`src/rtl/game_pkg.sv`:
```
`default_nettype none
// ============================================================================
// Module   : game_pkg
// Purpose  : Shared encodings for the racing game blocks: operation codes,
//            game-state codes, boost FSM state codes, and helpers that resolve
//            a set of direction buttons to an operation code.
//            Direction vectors use bit 0 = up, 1 = down, 2 = left, 3 = right.
// Revision : 1.0 - initial release
// ============================================================================
package game_pkg;

  // Operation codes
  localparam logic [2:0] c_OP_NIL      = 3'd0;
  localparam logic [2:0] c_OP_FORWARD  = 3'd1;
  localparam logic [2:0] c_OP_BACKWARD = 3'd2;
  localparam logic [2:0] c_OP_LEFT     = 3'd3;
  localparam logic [2:0] c_OP_RIGHT    = 3'd4;

  // Game state codes
  localparam logic [2:0] c_ST_IDLE      = 3'd0;
  localparam logic [2:0] c_ST_SETTING   = 3'd1;
  localparam logic [2:0] c_ST_COUNTDOWN = 3'd3;
  localparam logic [2:0] c_ST_RACING    = 3'd4;
  localparam logic [2:0] c_ST_PAUSE     = 3'd5;
  localparam logic [2:0] c_ST_FINISH    = 3'd6;

  // Boost FSM state codes
  localparam logic [1:0] c_BST_READY    = 2'd0;
  localparam logic [1:0] c_BST_ACTIVE   = 2'd1;
  localparam logic [1:0] c_BST_COOLDOWN = 2'd2;

  // Fixed-priority pick: FORWARD > BACKWARD > LEFT > RIGHT, NIL if empty.
  function automatic logic [2:0] pick_dir(input logic [3:0] dirs);
    logic [2:0] op;
    op = c_OP_NIL;
    if (dirs[0])      op = c_OP_FORWARD;
    else if (dirs[1]) op = c_OP_BACKWARD;
    else if (dirs[2]) op = c_OP_LEFT;
    else if (dirs[3]) op = c_OP_RIGHT;
    return op;
  endfunction

  // True when the button that produces 'op' is currently held.
  function automatic logic dir_held(input logic [2:0] op, input logic [3:0] dirs);
    logic held;
    held = 1'b0;
    case (op)
      c_OP_FORWARD:  held = dirs[0];
      c_OP_BACKWARD: held = dirs[1];
      c_OP_LEFT:     held = dirs[2];
      c_OP_RIGHT:    held = dirs[3];
      default:       held = 1'b0;
    endcase
    return held;
  endfunction

endpackage
`default_nettype wire

```
`src/rtl/btn_debounce.sv`:
```
`default_nettype none
// ============================================================================
// Module   : btn_debounce
// Purpose  : 2-flop synchronizer followed by a counter debouncer. The level
//            flips only after DEBOUNCE_CYCLES consecutive synchronized samples
//            disagree with it; any agreeing sample restarts the count.
// Ports    : clk    - system clock, rising edge
//            rst_n  - asynchronous active-low reset
//            btn    - raw asynchronous button input
//            level  - debounced level
// Revision : 1.0 - initial release
// ============================================================================
module btn_debounce #(
  parameter int DEBOUNCE_CYCLES = 16
) (
  input  logic clk,
  input  logic rst_n,
  input  logic btn,
  output logic level
);

  localparam int c_CW = (DEBOUNCE_CYCLES > 1) ? $clog2(DEBOUNCE_CYCLES) : 1;
  localparam logic [c_CW-1:0] c_CNT_LAST = c_CW'(DEBOUNCE_CYCLES - 1);

  logic            r_sync1;
  logic            r_sync2;
  logic            r_level;
  logic [c_CW-1:0] r_cnt;

  always_ff @(posedge clk or negedge rst_n) begin
    if (!rst_n) begin
      r_sync1 <= 1'b0;
      r_sync2 <= 1'b0;
      r_level <= 1'b0;
      r_cnt   <= '0;
    end else begin
      r_sync1 <= btn;
      r_sync2 <= r_sync1;
      if (r_sync2 == r_level) begin
        r_cnt <= '0;
      end else if (r_cnt == c_CNT_LAST) begin
        // This sample is the last of the required disagreeing run.
        r_level <= r_sync2;
        r_cnt   <= '0;
      end else begin
        r_cnt <= r_cnt + 1'b1;
      end
    end
  end

  assign level = r_level;

endmodule
`default_nettype wire

```
`src/rtl/operation_encoder.sv`:
```
`default_nettype none
// ============================================================================
// Module   : operation_encoder
// Purpose  : Turns raw direction/boost buttons into a registered operation
//            code (last-pressed direction wins) and a timed boost with
//            cooldown, gated by the game state.
// Config   : OPERATION_ENCODER_BOOST_EN - when defined, the boost path is
//            built; otherwise boost/boost_ready are tied low and btn_boost
//            is ignored.
// Ports    : clk, rst_n                  - clock / async active-low reset
//            btn_up/down/left/right      - raw direction buttons
//            btn_boost                   - raw boost button
//            state[2:0]                  - game state code
//            operation_code[2:0]         - registered operation code
//            boost                       - boost active while racing
//            boost_ready                 - boost request would be accepted
// Revision : 1.0 - initial release
// ============================================================================
module operation_encoder
  import game_pkg::*;
#(
  parameter int DEBOUNCE_CYCLES = 16,
  parameter int BOOST_CYCLES    = 64,
  parameter int COOLDOWN_CYCLES = 128
) (
  input  logic       clk,
  input  logic       rst_n,
  input  logic       btn_up,
  input  logic       btn_down,
  input  logic       btn_left,
  input  logic       btn_right,
  input  logic       btn_boost,
  input  logic [2:0] state,
  output logic [2:0] operation_code,
  output logic       boost,
  output logic       boost_ready
);

  // ---------------------------------------------------------------- directions
  logic [3:0] w_btn_raw;
  logic [3:0] w_lvl;
  logic [3:0] r_prev;
  logic [3:0] w_rise;
  logic [2:0] r_last;
  logic [2:0] w_track_next;
  logic [2:0] r_op;

  assign w_btn_raw = {btn_right, btn_left, btn_down, btn_up};

  generate
    for (genvar gi = 0; gi < 4; gi++) begin : g_dir
      btn_debounce #(
        .DEBOUNCE_CYCLES(DEBOUNCE_CYCLES)
      ) u_deb (
        .clk  (clk),
        .rst_n(rst_n),
        .btn  (w_btn_raw[gi]),
        .level(w_lvl[gi])
      );
    end
  endgenerate

  assign w_rise = w_lvl & ~r_prev;

  // New presses take over (simultaneous presses by priority). If the tracked
  // direction is no longer held, fall back to the best direction still held.
  // The output register is fed from the next-tracker value so a debounced
  // change costs only one more cycle.
  always_comb begin
    w_track_next = r_last;
    if (|w_rise) begin
      w_track_next = pick_dir(w_rise);
    end else if (!dir_held(r_last, w_lvl)) begin
      w_track_next = pick_dir(w_lvl);
    end
  end

  always_ff @(posedge clk or negedge rst_n) begin
    if (!rst_n) begin
      r_prev <= '0;
      r_last <= c_OP_NIL;
      r_op   <= c_OP_NIL;
    end else begin
      r_prev <= w_lvl;
      r_last <= w_track_next;
      r_op   <= (state == c_ST_RACING) ? w_track_next : c_OP_NIL;
    end
  end

  assign operation_code = r_op;

  // --------------------------------------------------------------------- boost
`ifdef OPERATION_ENCODER_BOOST_EN
  localparam int c_TMAX = (BOOST_CYCLES > COOLDOWN_CYCLES) ? BOOST_CYCLES : COOLDOWN_CYCLES;
  localparam int c_TW   = $clog2(c_TMAX + 1);
  localparam logic [c_TW-1:0] c_ACT_LAST = c_TW'(BOOST_CYCLES - 1);
  localparam logic [c_TW-1:0] c_CD_LAST  = c_TW'(COOLDOWN_CYCLES - 1);

  logic            w_boost_lvl;
  logic            r_boost_prev;
  logic            w_boost_rise;
  logic [1:0]      r_fsm;
  logic [1:0]      w_fsm_next;
  logic [c_TW-1:0] r_timer;
  logic [c_TW-1:0] w_timer_next;
  logic [c_TW-1:0] w_timer_inc;

  btn_debounce #(
    .DEBOUNCE_CYCLES(DEBOUNCE_CYCLES)
  ) u_deb_boost (
    .clk  (clk),
    .rst_n(rst_n),
    .btn  (btn_boost),
    .level(w_boost_lvl)
  );

  assign w_boost_rise = w_boost_lvl & ~r_boost_prev;
  // Saturating increment: the timer never wraps.
  assign w_timer_inc  = (r_timer == {c_TW{1'b1}}) ? r_timer : r_timer + 1'b1;

  always_ff @(posedge clk or negedge rst_n) begin
    if (!rst_n) begin
      r_boost_prev <= 1'b0;
      r_fsm        <= c_BST_READY;
      r_timer      <= '0;
    end else begin
      r_boost_prev <= w_boost_lvl;
      r_fsm        <= w_fsm_next;
      r_timer      <= w_timer_next;
    end
  end

  // Only RACING cycles advance the timer; PAUSE freezes everything; any other
  // game state drops back to READY. Edges seen outside READY are discarded.
  always_comb begin
    w_fsm_next   = r_fsm;
    w_timer_next = r_timer;
    if (state == c_ST_RACING) begin
      case (r_fsm)
        c_BST_READY: begin
          if (w_boost_rise) begin
            w_fsm_next   = c_BST_ACTIVE;
            w_timer_next = '0;
          end
        end
        c_BST_ACTIVE: begin
          if (r_timer == c_ACT_LAST) begin
            w_fsm_next   = c_BST_COOLDOWN;
            w_timer_next = '0;
          end else begin
            w_timer_next = w_timer_inc;
          end
        end
        c_BST_COOLDOWN: begin
          if (r_timer == c_CD_LAST) begin
            w_fsm_next   = c_BST_READY;
            w_timer_next = '0;
          end else begin
            w_timer_next = w_timer_inc;
          end
        end
        default: begin
          w_fsm_next   = c_BST_READY;
          w_timer_next = '0;
        end
      endcase
    end else if (state != c_ST_PAUSE) begin
      w_fsm_next   = c_BST_READY;
      w_timer_next = '0;
    end
  end

  always_comb begin
    boost       = (r_fsm == c_BST_ACTIVE) && (state == c_ST_RACING);
    boost_ready = (r_fsm == c_BST_READY);
  end
`else
  localparam int c_unused_cfg = BOOST_CYCLES + COOLDOWN_CYCLES;
  logic w_unused_boost;
  assign w_unused_boost = btn_boost;
  assign boost          = 1'b0;
  assign boost_ready    = 1'b0;
`endif

endmodule
`default_nettype wire

```
`config.mk`:
```
export PLATFORM = sky130hd
export DESIGN_NAME = operation_encoder
export DESIGN_NICKNAME = d
export VERILOG_FILES = /design/src/rtl/game_pkg.sv /design/src/rtl/btn_debounce.sv /design/src/rtl/operation_encoder.sv
export SDC_FILE = /design/constraint.sdc
export NUM_CORES = 1
export LEC_CHECK = 0
export BUFFER_PORTS_ARGS = -buffer_cell sky130_fd_sc_hd__buf_4
export CAP_MARGIN = 30
export CORE_MARGIN = 2
export CORE_UTILIZATION = 38
export CTS_CLUSTER_DIAMETER = 50
export DETAILED_ROUTE_END_ITERATION = 7
export MAX_ROUTING_LAYER = met4
export SKIP_LAST_GASP = 1
export SLEW_MARGIN = 25
export SYNTH_ARGS = -nofsm -noshare
export SYNTH_HDL_FRONTEND = slang
export SYNTH_SLANG_ARGS = --single-unit
```
`constraint.sdc`:
```
create_clock -name clk -period 3.5 [get_ports clk]
set_input_delay 0.35 -clock clk [delete_from_list [all_inputs] [get_ports clk]]
set_output_delay 0.35 -clock clk [all_outputs]
set_load 0.05 [all_outputs]
```
==> results of run 1 <==
[flip-flops by register name (all words and copies together), names as in the netlist]
| register | flops |
|---|---|
| g_dir.u_deb.r_cnt | 16 |
| g_dir.u_deb.level | 4 |
| g_dir.u_deb.r_sync1 | 4 |
| g_dir.u_deb.r_sync2 | 4 |
| r_prev | 4 |
| operation_code | 3 |
| r_last | 3 |
[metal layers]
layer,vias up,wire length [um],share of wire
met2,24,1250,0.51
met1,475,1030,0.42
met4,0,64,0.026
met5,-,0,0
met3,5,118,0.048
li1,480,-,-
[worst min path at each step]
stage / cells past startpoint / from / endpoint
after global placement: 0 / g_dir[2].u_deb.r_sync1$_DFF_PN0_ / g_dir[2].u_deb.r_sync2$_DFF_PN0_
final: 1 / rst_n / g_dir[0].u_deb.r_cnt[1]$_DFF_PN0_
after CTS: 1 / rst_n / operation_code[0]$_DFF_PN0_
after floorplan: 0 / rst_n / g_dir[0].u_deb.level$_DFFE_PN0P_
after global routing: 1 / rst_n / g_dir[0].u_deb.r_cnt[0]$_DFF_PN0_
after detailed placement: 0 / g_dir[2].u_deb.r_sync1$_DFF_PN0_ / g_dir[2].u_deb.r_sync2$_DFF_PN0_
[worst max-delay path, delay by kind of cell, from the launching register on]
kind,cells,cell delay [ns]
simple gates,2,0.66
flops,1,0.49
compound gates,2,0.38
[where the power goes]
part / leakage, nW / internal [W] / switching [W]
Combinational: 0.233 / 0.0000207 / 0.0000265
Sequential: 0.502 / 0.000455 / 0.0000141
Clock: 0.0482 / 0.000159 / 0.000141
[through the flow]
step	setup WS, ns	std cells	hold slack [ns]
CTS	1.91	195	0.0255
global placement	1.95	187	0.333
finish	1.91	195	0.0111
global route	1.80	195	0.0506
detailed placement	1.93	187	0.335
floorplan	2.03	130	0.0544
[kinds of logic after synthesis]
group / count (synthesis) / share of synthesized area
compound gates: 25 / 0.0960
xor+xnor: 8 / 0.0444
fa+ha+maj: 4 / 0.0317
buf+inv: 10 / 0.0381
flops: 38 / 0.603
mux: 6 / 0.0412
other cells: 1 / 0.00238
simple gates: 37 / 0.144
[cell usage in the layout (no fill, tap or decap), types with 5 or more instances in the layout]
cell type	count
inv_1	5
o21ai_0	6
dfrtp_1	38
nor2b_1	7
nor2_1	8
clkbuf_8	6
buf_4	11
a21oi_1	12
xnor2_1	8
[layout make-up]
cell class / count / area, um^2
Inverter: 6 / 22.5
Timing Repair Buffer: 11 / 82.6
Multi-Input combinational cell: 82 / 571
Sequential cell: 38 / 951
Clock buffer: 7 / 86.3
Tap cell: 50 / 62.6
Clock inverter: 1 / 5.00
Fill cell: 363 / 2220
==> impl_metrics.env, run 1 <==
export IMPL_outcome="completed"
export IMPL_core_area_um2=4000
export IMPL_peakVddDrop_mv=0.253
export IMPL_grt_pass1_wl_um=4250
export IMPL_fin_crit_ns=1.59
export IMPL_grt_max_degree=39
export IMPL_cap_violations=0
export IMPL_syn_to_final_growth_pct=12.8
export IMPL_diodes=0
export IMPL_ys_async_sr_fraction=1.00
export IMPL_die_y_um=68.4
export IMPL_avgRoutedWirePerCell_um=12.6
export IMPL_synth_cells=129
export IMPL_met1_usage=0.138
export IMPL_timing_rr_start="g_dir[0].u_deb.level$_DFFE_PN0P_"
export IMPL_row_count=23
export IMPL_min_period_over_period=0.455
export IMPL_fin_setup_tns_ns=0
export IMPL_synth_top_area_share=0.603
export IMPL_grt_antenna_before_repair=0
export IMPL_setup_viol=0
export IMPL_synth_common_cells="38 x dfrtp_1, 12 x a21oi_1, 8 x nor2_1, 8 x xnor2_1, 7 x nor2b_1"
export IMPL_post_cts_resized=0
export IMPL_crit_path_start="g_dir[0].u_deb.level$_DFFE_PN0P_"
export IMPL_placed_area_um2=1690
export IMPL_avgSynthCellArea_um2=12.2
export IMPL_synthTopCellsByArea="dfrtp_1 60%, xnor2_1 4.4%, a21oi_1 3.8%, ha_1 3.2%, mux2_2 2.9%"
export IMPL_io_buffers=11
export IMPL_hold_path_class="primary input to asynchronous set/reset pin"
export IMPL_clock_root_buffer="clkbuf_8"
export IMPL_first_pass_iters=4
export IMPL_viasPerCell=5.05
export IMPL_grtUsageTotal=0.131
export IMPL_ys_seq_area_frac=0.603
export IMPL_power_leakage_nw=0.783
export IMPL_arrival_ns=1.81
export IMPL_path_class="flip-flop to flip-flop"
export IMPL_numCtsBuffers=5
export IMPL_clock_latency_ns=0.28
export IMPL_synth_area_um2=1580
export IMPL_rsz0062_at_grt="false"
export IMPL_synth_edff_count=0
export IMPL_h_tree_depth=2
export IMPL_overflow=0
export IMPL_final_max_slew_violation_count=0
export IMPL_r2r_cells=4
export IMPL_regToRegEndpoint="operation_code[0]$_DFF_PN0_"
export IMPL_finish_utilization=0.445
export IMPL_cts_tree="yes"
export IMPL_die_w_um=68.4
export IMPL_synth_distinct_cells=29
export IMPL_gr_usage_met2=0.215
export IMPL_initial_utilization=0.394
export IMPL_critPathLaunchType="flip-flop"
export IMPL_drtIter0Drc=44
export IMPL_postRouteAntennaNets=0
export IMPL_cts_buffer_depth=2
export IMPL_slowest_delay_ns=0.49
export IMPL_fmax_mhz=628
export IMPL_pin_count=15
export IMPL_path_cells="nand2b_1 > o2111a_1 > or4b_1 > a21oi_1"
export IMPL_gp_congestion=0.734
export IMPL_drive_gt1_frac=0.159
export IMPL_crit_required_ns=3.71
export IMPL_power_density_nw_per_um2=459
export IMPL_synth_most_common_cell="dfrtp_1"
export IMPL_power_w=0.000816
export IMPL_finish_instance_area_um2=1780
export IMPL_end_kind="flip-flop"
export IMPL_grt_busiest_layer="met2"
export IMPL_endpoint="operation_code[0]$_DFF_PN0_"
export IMPL_postCtsSetupBuffers=0
export IMPL_grtUsageMet3=0.0345
export IMPL_clk_pin_slew_ns=0.07
export IMPL_cts_hold_buf=0
export IMPL_die_area_um2=4680
export IMPL_synth_warnings=0
export IMPL_drc=0
export IMPL_synth_seq_cells=38
export IMPL_r2r_slack_ns=1.91
export IMPL_crit_path_max_fanout=10
export IMPL_synth_top_area_cell="dfrtp_1"
export IMPL_num_nets_final=158
export IMPL_clock_sinks=38
export IMPL_synth_flop_cell="dfrtp_1"
export IMPL_grt_pass1_vias=997
export IMPL_hold_viol_final=0
export IMPL_crit_slowest_cell="dfrtp_1"
export IMPL_vias=984
export IMPL_routed_wl_um=2460
export IMPL_hpwlAfterDp_um=1760
export IMPL_fin_skew_ns=0.00414
No activity file was read; power rests on OpenSTA's default activity.
==> inputs of run 2 (changes only) <==
- clock period: 3.5 -> 1.45 ns (I/O delays scaled with it)
==> run 2 against run 1 <==
Combinational power rose to 2.6 times the previous value. Final cell count rose by 9.2%. Maximum frequency rose by 13%. Non-clock buffer count rose by 18. Sequential power rose by 140%. Flip-flop and latch count did not move. Critical path type unchanged.
==> impl_metrics.env, run 2 (synthesis gave the netlist of run 1 again) <==
export IMPL_hpwlAfterDp_um=1720
export IMPL_io_buffers=11
export IMPL_power_density_nw_per_um2=1020
export IMPL_setup_viol=0
export IMPL_final_cell_mix="35 x dfrtp_1, 24 x buf_4, 11 x a21oi_1"
export IMPL_end_kind="flip-flop"
export IMPL_numCtsBuffers=5
export IMPL_first_pass_iters=4
export IMPL_hold_viol_final=0
export IMPL_clock_latency_ns=0.29
export IMPL_largest_register="g_dir.u_deb.r_cnt"
export IMPL_clock_sinks=38
export IMPL_die_w_um=68.4
export IMPL_fin_setup_tns_ns=0
export IMPL_initial_utilization=0.394
export IMPL_fin_crit_ns=1.40
export IMPL_grtUsageTotal=0.134
export IMPL_syn_to_final_growth_pct=23.2
export IMPL_core_area_um2=4000
export IMPL_critPathTopFamily="simple AND/OR/NAND/NOR gates"
export IMPL_finish_utilization=0.486
export IMPL_fill_cells=359
export IMPL_peakVddDrop_mv=0.552
export IMPL_num_nets_final=176
export IMPL_viasPerCell=4.98
export IMPL_drtIter0Drc=36
export IMPL_path_cells="and4bb_1 > or4b_4 > a21oi_2"
export IMPL_h_tree_depth=2
export IMPL_ff_latch_area_um2=955
export IMPL_final_common_cell="dfrtp_1"
export IMPL_drc=0
export IMPL_die_area_um2=4680
export IMPL_routed_wl_um=2490
export IMPL_grt_antenna_before_repair=0
export IMPL_min_period_over_period=0.968
export IMPL_multi_input_area_um2=583
export IMPL_fin_skew_ns=0.00445
export IMPL_cts_tree="yes"
export IMPL_postRouteAntennaNets=0
export IMPL_hold_slack_ns=0.147
export IMPL_diodes=0
export IMPL_grt_max_degree=39
export IMPL_largest_reg_flops=16
export IMPL_path_class="flip-flop to flip-flop"
export IMPL_gp_congestion=0.812
export IMPL_final_max_slew_violation_count=0
export IMPL_power_leakage_nw=0.870
export IMPL_vias=1061
export IMPL_overflow=0
export IMPL_cap_violations=0
export IMPL_crit_required_ns=1.67
export IMPL_clock_root_buffer="clkbuf_8"
export IMPL_pin_count=15
export IMPL_cts_buffer_depth=2
export IMPL_crit_slowest_cell="or4b_4"
export IMPL_critPathBufInv=0
export IMPL_row_count=23
export IMPL_hold_path_class="primary input to flip-flop"
export IMPL_avgRoutedWirePerCell_um=11.7
export IMPL_die_y_um=68.4
export IMPL_rsz0062_at_grt="true"
export IMPL_critPathLaunchType="flip-flop"
export IMPL_outcome="completed"
export IMPL_crit_path_max_fanout=6
export IMPL_slowest_delay_ns=0.54
export IMPL_clk_pin_slew_ns=0.07
export IMPL_arrival_ns=1.63
export IMPL_grt_pass1_wl_um=4350
export IMPL_drive_gt1_frac=0.258
export IMPL_fmax_mhz=712
export IMPL_grt_pass1_vias=1067
## run 2: cell types whose count changed in the layout (fill, tap and decap cells not counted), sizes merged
cell / previous run / this run
dlygate4sd3: 0 / 5
buf: 11 / 24
## run 2: through the flow
| step | cells | cell area [um^2] | power [W] | setup slack [ns] |
|---|---|---|---|---|
| final | 213 | 1940 | 0.00198 | 0.0458 |
| after detailed placement | 196 | 1760 | 0.00127 | 0.0163 |
| after global routing | 213 | 1940 | 0.00210 | -0.0332 |
| after floorplan | 130 | 1580 | 0.00122 | -0.0153 |
| after global placement | 196 | 1760 | 0.00126 | 0.0236 |
| after CTS | 210 | 1910 | 0.00202 | 0.00682 |
## run 2: worst paths after layout
path | slack [ns] | start | to | cells after the start
max in group asynchronous | 0.75 | rst_n | g_dir[0].u_deb.level$_DFFE_PN0P_ | 2
min in group asynchronous | 0.35 | rst_n | g_dir[0].u_deb.r_cnt[2]$_DFF_PN0_ | 2
min | 0.15 | state[2] | operation_code[0]$_DFF_PN0_ | 3
max | 0.05 | r_last[1]$_DFF_PN0_ | operation_code[0]$_DFF_PN0_ | 3
max reg2reg | 0.05 | r_last[1]$_DFF_PN0_ | operation_code[0]$_DFF_PN0_ | 3
min reg2reg | 0.35 | g_dir[2].u_deb.r_sync1$_DFF_PN0_ | g_dir[2].u_deb.r_sync2$_DFF_PN0_ | 0
## run 2: layout make-up
| class | instances | area share |
|---|---|---|
| clock buffer | 7 | 0.0444 |
| clock inverter | 1 | 0.00257 |
| inverter | 6 | 0.0116 |
| multi-input combinational | 82 | 0.300 |
| sequential | 38 | 0.491 |
| tap | 50 | 0.0322 |
| timing repair buffer | 29 | 0.118 |
## run 2: layer usage
layer  vias up  global-route usage  part of all wire
met2        24               0.220              0.50
li1        510                   -                 -
met3         8              0.0559             0.048
met5         -                   -                 0
met4         0              0.0800             0.023
met1       519               0.131              0.43
## run 2: report_power, final
group | leakage (nW) | switching (W) | internal, W | total, W
clock | 0.0482 | 0.000345 | 0.000383 | 0.000728
combinational | 0.324 | 0.0000654 | 0.0000592 | 0.000125
sequential | 0.497 | 0.0000329 | 0.00110 | 0.00113
## run 2: repair_timing
action | in CTS | in global routing
hold buffers | 5 | 0
gates resized for setup | 1 | 5
pin swaps | 2 | 2
hold endpoints to repair | 42 | 0
setup buffers | 1 | 3
setup endpoints to repair | 1 | 2
## run 2: worst reg2reg max path: stages, from the launching register on
cell	delay [ns]
dfrtp_1	0.43
and4bb_1	0.26
or4b_4	0.54
a21oi_2	0.12
==> inputs of run 3 (changes only) <==
- SYNTH_HIERARCHICAL: not set -> 1
==> run 3 against run 2 <==
Sequential share of layout area is 0.16 points lower. Clock skew is 0.00059 ns higher. Power is 3.8% lower. Clock-buffer cell count stayed put. Maximum frequency is 2.8% higher. Critical endpoint unchanged.
==> impl_metrics.env, run 3 <==
export IMPL_grtUsageTotal=0.116
export IMPL_viasPerCell=4.82
export IMPL_ys_async_sr_fraction=1.00
export IMPL_die_w_um=69.4
export IMPL_synth_top_area_share=0.586
export IMPL_synth_warnings=6
export IMPL_grt_pass1_vias=1016
export IMPL_hold_viol_final=0
export IMPL_gp_congestion=0.861
export IMPL_power_w=0.00191
export IMPL_synth_area_um2=1620
export IMPL_routed_wl_um=2360
export IMPL_h_tree_depth=2
export IMPL_fmax_mhz=732
export IMPL_hold_path_class="primary input to flip-flop"
export IMPL_synth_seq_cells=38
export IMPL_diodes=0
export IMPL_synth_distinct_cells=28
export IMPL_ys_seq_area_frac=0.586
export IMPL_crit_required_ns=1.66
export IMPL_clock_latency_ns=0.28
export IMPL_power_leakage_nw=0.873
export IMPL_drc=0
export IMPL_end_kind="flip-flop"
export IMPL_synth_cells=126
export IMPL_initial_utilization=0.400
export IMPL_synth_common_cells="38 x dfrtp_1, 11 x a21oi_1, 8 x xnor2_1, 7 x nor2_1"
export IMPL_grt_pass1_wl_um=4290
export IMPL_fin_skew_ns=0.00504
export IMPL_row_count=23
export IMPL_cap_violations=0
export IMPL_synthTopCellsByArea="dfrtp_1 59%, xnor2_1 4.3%, mux2_4 3.7%, a21oi_1 3.4%, ha_1 3.1%"
export IMPL_synth_top_area_cell="dfrtp_1"
export IMPL_clock_sinks=38
export IMPL_final_cell_mix="37 x dfrtp_1, 19 x buf_4, 11 x a21oi_1"
export IMPL_syn_to_final_growth_pct=19.9
export IMPL_first_pass_iters=4
export IMPL_io_buffers=11
export IMPL_num_nets_final=170
export IMPL_numCtsBuffers=5
export IMPL_largest_reg_flops=16
export IMPL_avgRoutedWirePerCell_um=11.4
export IMPL_synth_flop_cell="dfrtp_1"
export IMPL_die_area_um2=4810
export IMPL_fin_crit_ns=1.37
export IMPL_hpwlAfterDp_um=1630
export IMPL_crit_path_max_fanout=3
export IMPL_pin_count=15
export IMPL_die_y_um=69.4
export IMPL_overflow=0
export IMPL_postRouteAntennaNets=0
export IMPL_synth_most_common_cell="dfrtp_1"
export IMPL_post_place_ws_ns=0.120
export IMPL_cts_tree="yes"
export IMPL_final_max_slew_violation_count=0
export IMPL_core_area_um2=4060
export IMPL_cts_buffer_depth=2
export IMPL_clk_pin_slew_ns=0.07
export IMPL_fin_setup_tns_ns=0
export IMPL_dpl_cell_count=191
export IMPL_outcome="completed"
export IMPL_setup_viol=0
export IMPL_fin_cells=206
export IMPL_grt_antenna_before_repair=0
export IMPL_min_period_over_period=0.942
export IMPL_vias=992
export IMPL_peakVddDrop_mv=0.536
export IMPL_largest_register="g_dir.u_deb/r_cnt"
export IMPL_grt_max_degree=39
export IMPL_avgSynthCellArea_um2=12.9
export IMPL_critPathLaunchType="flip-flop"
export IMPL_power_density_nw_per_um2=981
export IMPL_final_common_cell="dfrtp_1"
export IMPL_fin_ws_ns=0.0842
export IMPL_drive_gt1_frac=0.263
export IMPL_synth_edff_count=0
export IMPL_clock_root_buffer="clkbuf_8"
export IMPL_drtIter0Drc=48
export IMPL_arrival_ns=1.57
export IMPL_rsz0062_at_grt="true"
export IMPL_finish_utilization=0.479
export IMPL_path_class="flip-flop to flip-flop"
==> run 3: cells by family after synthesis <==
kind of cell	share of synthesized area
multiplexers	0.0493
AO/OA/AOI/OAI	0.0810
XOR/XNOR	0.0432
flip-flops	0.586
AND/OR/NAND/NOR	0.184
adder cells (fa/ha/maj)	0.0308
buffers and inverters	0.0231
other	0.00231
==> run 3: per-stage QoR <==
step / hold WS (ns) / cell area [um^2]
after floorplan: -0.151 / 1630
after global placement: 0.131 / 1790
after detailed placement: 0.139 / 1790
after CTS: 0.161 / 1920
after global routing: 0.163 / 1950
final: 0.164 / 1950
==> run 3: area by class of cell <==
class,count,area (um^2)
repair buffers,24,193
multi-input cells,81,639
well taps,50,62.6
inverters,6,22.5
fillers,372,2110
flip-flops and latches,38,952
clock buffers,7,76.3
==> run 3: worst max-delay path, stage by stage (launching register included) <==
cell and delay, ns:
dfrtp_2 0.41, and2b_2 0.22, a2111oi_4 0.35, nand4b_1 0.16, a21oi_1 0.16
==> run 3: path summary, 6_finish.rpt <==
check                                                 start  depth (start not counted)                                to  slack, ns
max in group asynchronous                             rst_n                          2  g_dir[0].u_deb/level$_DFFE_PN0P_       0.74
min in group asynchronous                             rst_n                          2       operation_code[2]$_DFF_PN0_       0.36
max reg2reg                g_dir[0].u_deb/level$_DFFE_PN0P_                          4       operation_code[0]$_DFF_PN0_       0.08
max                        g_dir[0].u_deb/level$_DFFE_PN0P_                          4       operation_code[0]$_DFF_PN0_       0.08
min reg2reg                g_dir[1].u_deb/r_sync1$_DFF_PN0_                          0  g_dir[1].u_deb/r_sync2$_DFF_PN0_       0.35
min                                                state[2]                          3       operation_code[2]$_DFF_PN0_       0.16
==> run 3: power breakdown <==
group,internal [W],switching [W],total [W],leakage (nW)
Combinational,0.0000619,0.0000666,0.000128,0.334
Sequential,0.00110,0.0000347,0.00113,0.500
Clock,0.000330,0.000316,0.000646,0.0383
Total,0.00149,0.000417,0.00191,0.873
==> run 3: metal layers <==
layer	track usage	wire [um]	up-vias
met3	0.0480	114	5
li1	-	-	492
met1	0.129	1080	477
met5	-	0	-
met4	0.0523	38	0
met2	0.182	1120	18
==> run 3: timing repair <==
item / in CTS / in global routing
hold endpoints to repair: 42 / 0
endpoints found under the setup margin: 0 / 1
setup buffers: 0 / 3
hold buffers: 5 / 0
gates resized for setup: 0 / 2
